--- src/rtl/fsm_seq_detect.sv ---
// Programmable serial sequence detector: runtime pattern of 1..MAXLEN bits,
// per-bit don't-care mask, overlapping/non-overlapping mode, saturating match counter.
module fsm_seq_detect #(
  parameter int MAXLEN = 8,
  parameter int CNTW   = 8,
  parameter int LW     = $clog2(MAXLEN + 1)
) (
  input  logic              clk,
  input  logic              clr,
  input  logic              load,
  input  logic [MAXLEN-1:0] pat_in,
  input  logic [MAXLEN-1:0] mask_in,
  input  logic [LW-1:0]     len_in,
  input  logic              ovl_in,
  input  logic              in_valid,
  input  logic              in,
  output logic              match,
  output logic [CNTW-1:0]   match_cnt,
  output logic [1:0]        state,
  output logic              cfg_err
);

  typedef enum logic [1:0] {
    IDLE   = 2'd0,
    FILL   = 2'd1,
    DETECT = 2'd2
  } state_e;

  state_e            state_q, state_d;
  logic [MAXLEN-1:0] sr_q, sr_d;
  logic [LW-1:0]     fill_q, fill_d;
  logic [MAXLEN-1:0] pat_q, pat_d;
  logic [MAXLEN-1:0] mask_q, mask_d;
  logic [LW-1:0]     len_q, len_d;
  logic              ovl_q, ovl_d;
  logic              match_q, match_d;
  logic [CNTW-1:0]   cnt_q, cnt_d;
  logic              cfg_err_q, cfg_err_d;

  logic [MAXLEN-1:0] sr_shift;
  logic [LW-1:0]     fill_inc;
  logic              hit;
  logic              len_ok;

  always_comb begin
    state_d   = state_q;
    sr_d      = sr_q;
    fill_d    = fill_q;
    pat_d     = pat_q;
    mask_d    = mask_q;
    len_d     = len_q;
    ovl_d     = ovl_q;
    match_d   = 1'b0;
    cnt_d     = cnt_q;
    cfg_err_d = cfg_err_q;

    sr_shift = {sr_q[MAXLEN-2:0], in};
    fill_inc = (fill_q == len_q) ? len_q : fill_q + LW'(1);
    len_ok   = (len_in != '0) && (len_in <= LW'(MAXLEN));

    // Window compare on the post-shift register; bits at or above len are ignored.
    hit = 1'b1;
    for (int unsigned i = 0; i < MAXLEN; i++) begin
      if ((LW'(i) < len_q) && mask_q[i] && (sr_shift[i] != pat_q[i])) begin
        hit = 1'b0;
      end
    end

    if (load) begin
      pat_d  = pat_in;
      mask_d = mask_in;
      len_d  = len_in;
      ovl_d  = ovl_in;
      sr_d   = '0;
      fill_d = '0;
      cnt_d  = '0;
      if (len_ok) begin
        state_d   = FILL;
        cfg_err_d = 1'b0;
      end else begin
        state_d   = IDLE;
        cfg_err_d = 1'b1;
      end
    end else if ((state_q != IDLE) && in_valid) begin
      sr_d   = sr_shift;
      fill_d = fill_inc;
      if (fill_inc == len_q) begin
        state_d = DETECT;
        if (hit) begin
          match_d = 1'b1;
          if (cnt_q != '1) begin
            cnt_d = cnt_q + CNTW'(1);
          end
          // Non-overlap: the fill counter alone gates the next compare.
          if (!ovl_q) begin
            fill_d  = '0;
            state_d = FILL;
          end
        end
      end
    end
  end

  always_ff @(posedge clk) begin
    if (!clr) begin
      state_q   <= IDLE;
      sr_q      <= '0;
      fill_q    <= '0;
      pat_q     <= '0;
      mask_q    <= '0;
      len_q     <= '0;
      ovl_q     <= 1'b0;
      match_q   <= 1'b0;
      cnt_q     <= '0;
      cfg_err_q <= 1'b0;
    end else begin
      state_q   <= state_d;
      sr_q      <= sr_d;
      fill_q    <= fill_d;
      pat_q     <= pat_d;
      mask_q    <= mask_d;
      len_q     <= len_d;
      ovl_q     <= ovl_d;
      match_q   <= match_d;
      cnt_q     <= cnt_d;
      cfg_err_q <= cfg_err_d;
    end
  end

  assign match     = match_q;
  assign match_cnt = cnt_q;
  assign state     = state_q;
  assign cfg_err   = cfg_err_q;

endmodule

--- config.mk ---
export PLATFORM = sky130hd
export DESIGN_NAME = fsm_seq_detect
export DESIGN_NICKNAME = d
export VERILOG_FILES = /design/src/rtl/fsm_seq_detect.sv
export SDC_FILE = /design/constraint.sdc
export NUM_CORES = 1
export LEC_CHECK = 0
export CAP_MARGIN = 20
export CORE_MARGIN = 3
export CORE_UTILIZATION = 31
export CTS_CLUSTER_DIAMETER = 60
export DETAILED_ROUTE_END_ITERATION = 6
export HOLD_SLACK_MARGIN = 0.02
export SYNTH_ARGS = -nofsm -noshare
export SYNTH_HDL_FRONTEND = slang
export SYNTH_SLANG_ARGS = --single-unit
--- constraint.sdc ---
create_clock -name clk -period 5.5 [get_ports clk]
set_input_delay 0.825 -clock clk [delete_from_list [all_inputs] [get_ports clk]]
set_output_delay 0.825 -clock clk [all_outputs]
set_load 0.01 [all_outputs]
# Yosys cells after proc, flatten, opt, wreduce, memory -nomap -nowiden
# Cells that the tools add are included.
# word_totals
rom_bits	0
ramBits	0
memories	0
out_inout_bits	12
word_cells	81
latch_bits	0
in_bits	26
ff_bits	44
# op_classes
n_mul	0
shift	0
magnitude_cmp	9
bitwise	3
n_reduce_logical	26
n_eq_ne	11
muxes	20
addsub	2
n_div	0
# op_table
cell	n
$logic_and 1x1->1	18
$lt 3x4->1 const A	4
$mux 4	4
$mux 1	11
$mux 2	5
$add 8x1->8 const B	1
$eq 4x4->1	2
$lt 1x4->1 const A	2
$lt 2x4->1 const A	2
$ne 1x1->1	8
$ne 8x8->1 const B	1
$reduce_bool 2->1	3
$add 4x1->4 const B	1
$le 4x4->1 const B	1
$reduce_and 4->1	1
$reduce_bool 4->1	1
$reduce_or 4->1	1
$not 1->1	3
$reduce_and 2->1	1
$reduce_or 2->1	1

# Longest topological paths before layout
# depth
word_depth	15
ltp_mapped	7
depth_no_buf	7

# Least setup slack after synthesis
# OpenSTA, ideal clock, no wires.
# synth_path
path_type	in2reg
start	in in_valid
end	reg cnt_q[4], in the netlist match_cnt[4]
n_path_buf	0
setup_slack_ns	3.150
path_stages	5
arrival_time_ns	2.279
cell_sequence	o21a_1 -> o2111ai_1 -> a211o_4 -> or4_1 -> a21oi_1
# synth_via
elab_chain_cells	2
# synth_lines
item	line	rtl
from (decl)	15	input logic in_valid,
$logic_and 1x1->1	84	end else if ((state_q != IDLE) && in_valid) begin
$reduce_and 4->1 (no source line)	--	
to (signal assigned)	125	cnt_q <= cnt_d;
to (decl)	37	logic [CNTW-1:0] cnt_q, cnt_d;
# No other way between the ends.
# A chain may end at the register's enable or synchronous reset.

# Final worst setup path
# layout_path
start	in in_valid
end	reg cnt_q[6], in the netlist match_cnt[6]
# The elaborated chain is that of the path after synthesis.

==> insert_results.sql <==
INSERT INTO impl_metrics (metric_group, metric, value, unit) VALUES
('run_status', 'status', 'finished, final reports clean', ''),
('critical_path', 'startpoint_type', 'input pin', ''),
('yosys', 'commonest_register_cell_after_synthesis', 'dfxtp_1', ''),
('floorplanning', 'chipWidth', '90.7', 'um'),
('finish', 'fill_cells', '691', ''),
('detailed_routing', 'routed_wire_length_per_instance', '13.2', 'um'),
('grt', 'use_met1', '14.5', '%'),
('grt', 'grt_max_degree', '27', ''),
('timing', 'achievable-frequency', '0.349', 'GHz'),
('critical_path', 'worst_path_largest_cell_delay', '0.51', 'ns'),
('finish', 'post-route-util', '40.2', '%'),
('grt', 'first_global_vias', '1714', ''),
('critical_path', 'crit_path_top_delay_cell', 'or4_1', ''),
('floorplanning', 'die_height', '90.7', 'um'),
('yosys', 'ys.warnings.count', '0', ''),
('finish', 'top_library_cells_by_usage_in_the_layout_fill_and_taps_aside', '44 x dfxtp_1, 37 x clkdlybuf4s50_1, 29 x nand2_1', ''),
('placement', 'preCtsSetupSlack', '2.34', 'ns'),
('detailed_routing', 'routed_wirelength', '4910', 'um'),
('finish', 'areaGrowthSynthToFinish', '23.9', '%'),
('finish', 'layout_commonest_cell', 'dfxtp_1', ''),
('detailed_routing', 'post-route-drc-count', '0', ''),
('placement', 'gpl.final_weighted_congestion', '0.802', ''),
('grt', 'globalRoute.busiestLayer', 'met2', ''),
('cts', 'cts-hold-fix-buffers', '0', ''),
('cts', 'cts.sinks', '44', ''),
('finish', 'finish.net_count', '304', ''),
('yosys', 'synth_seq_area_share', '39.6', '%'),
('timing', 'grt_setup_unrepaired', 'false', ''),
('detailed_routing', 'firstDrtPassIters', '4', ''),
('cts', 'cts_tree', 'yes', ''),
('critical_path', 'required', '5.72', 'ns'),
('cts', 'clockRootBuffer', 'clkbuf_8', ''),
('floorplanning', 'initial_core_util', '32.4', '%'),
('cts', 'clk_latency', '0.30', 'ns'),
('timing', 'finalHoldWorstSlack', '0.489', 'ns'),
('grt', 'number_of_antenna_violations_at_the_first_check_in_global_routing', '0', ''),
('yosys', 'syn-cell-area', '2230', 'sq um'),
('detailed_routing', 'drt-vias-per-instance', '4.86', ''),
('finish', 'sequential_cell_area', '881', 'sq um'),
('detailed_routing', 'vias', '1813', ''),
('cts', 'cts.htree.levels', '2', ''),
('power', 'p_per_area', '244', 'nW/um^2'),
('yosys', 'synthesis.instances', '244', ''),
('finish', 'multi_input_area', '1260', 'sq um'),
('cts', 'cts_buffer_depth', '2', ''),
('placement', 'io_buffer_count', '37', ''),
('floorplanning', 'boundaryPins', '38', ''),
('power', 'finalPower', '0.674', 'mW'),
('finish', 'n_antenna_cell', '0', ''),
('critical_path', 'timing.critical_path.cells', 'clkdlybuf4s50_1 -> o21ai_1 -> or2_4 -> a211o_4 -> or4_1 -> a21oi_1', ''),
('yosys', 'synth.net_count', '272', ''),
('yosys', 'synth-edff-count', '0', ''),
('timing', 'clock_skew', '0.00789', 'ns'),
('timing', 'max_slew_violation_count', '0', ''),
('timing', 'fin_crit', '2.87', 'ns'),
('critical_path', 'worstSetupEndpointType', 'register', ''),
('timing', 'fin_crit_sh', '52.1', '%'),
('timing', 'timing.max_slew.rel_slack', '35.3', '%'),
('floorplanning', 'fp.dieArea', '8230', 'sq um'),
('grt', 'grt_first_pass_wirelength', '8160', 'um'),
('floorplanning', 'coreArea', '6870', 'sq um'),
('yosys', 'ys_seq_elements', '44', ''),
('cts', 'cts_buffers', '5', ''),
('floorplanning', 'row_count', '30', ''),
('grt', 'grt_use_met2', '21.2', '%'),
('cts', 'post_cts_buffers', '0', ''),
('grt', 'global_route.usage.met3', '2.67', '%'),
('cts', 'clk_pin_slew', '0.08', 'ns'),
('yosys', 'post_synth.cell_area_avg', '9.12', 'sq um'),
('detailed_routing', 'drt_iter0_markers', '107', ''),
('critical_path', 'crit_fanout', '16', '');
[state kept, by name, summed over array words and instances (netlist names)]
signal	flops
fill_q	4
cfg_err	1
len_q	4
match	1
sr_q	7
pat_q	8
mask_q	8
ovl_q	1
match_cnt	8
state	2
[worst max-delay path: cells and delay by family]
family	cells	cell delay, ns
AO/OA/AOI/OAI	3	0.84
buffers and inverters	1	0.49
AND/OR/NAND/NOR	2	0.91
[routing by layer]
metal | wire (um) | vias up
met5 | 0 | -
met4 | 41 | 0
met3 | 193 | 5
met2 | 2430 | 36
met1 | 2240 | 834
li1 | - | 938
[stage by stage]
stage,cells,instance area [sq um]
floorplan,244,2230
global placement,365,2650
detailed placement,365,2650
CTS,373,2760
global route,373,2760
finish,373,2760
[logic make-up (layout without fill, tap and decap cells)]
group,count (synthesis),after routing,synth area share [%]
AO/OA/AOI/OAI,50,50,15.7
XOR/XNOR,17,17,7.03
adder cells (fa/ha/maj),2,2,1.12
buffers and inverters,16,49,3.77
flip-flops,44,44,39.6
multiplexers,24,24,10.8
AND/OR/NAND/NOR,91,91,22.0
[cells in the mapped netlist (2+ instances only)]
cell      number  area share, %
nand2b_1       5            1.4
o21ai_0        4           0.90
or4_1          3            1.0
or3_1          5            1.4
inv_1          3           0.51
xnor2_1        6            2.4
nor3_1         3           0.67
and3_1         3           0.84
and2_1         2           0.56
ha_1           2            1.1
nand4_1        3           0.84
xor2_1        10            3.9
nor2_1         4           0.67
nor2b_1       23            6.5
dfxtp_1       44             40
a31oi_1        4            1.1
buf_4          2           0.67
o21a_1         2           0.67
a21oi_1       17            3.8
clkbuf_1       8            1.3
a41o_1         3            1.3
buf_6          2            1.0
mux2i_1       24             11
nand3_1        7            1.6
nand2_1       29            4.9
[final timing paths]
path / startpoint / endpoint / depth (start not counted)
max: in_valid / match_cnt[6] / 6
min: sr_q[4] / sr_q[5] / 2
max reg2reg: fill_q[0] / match_cnt[6] / 7
min reg2reg: sr_q[4] / sr_q[5] / 2
[cell type report]
| type | count | area share (%) |
|---|---|---|
| multi-input cells | 184 | 45.7 |
| flip-flops and latches | 44 | 31.9 |
| repair buffers | 38 | 13.7 |
| well taps | 96 | 4.35 |
| clock buffers | 6 | 2.63 |
| clock inverters | 2 | 1.27 |
| inverters | 3 | 0.408 |
[report_power, final]
group / leakage (nW) / switching, mW / total [mW] / internal (mW)
sequential: 0.359 / 0.0132 / 0.343 / 0.330
clock: 0.0552 / 0.111 / 0.245 / 0.135
combinational: 0.630 / 0.0388 / 0.0858 / 0.0470
total: 1.04 / 0.163 / 0.674 / 0.511
No activity file was read; power rests on OpenSTA's default activity.
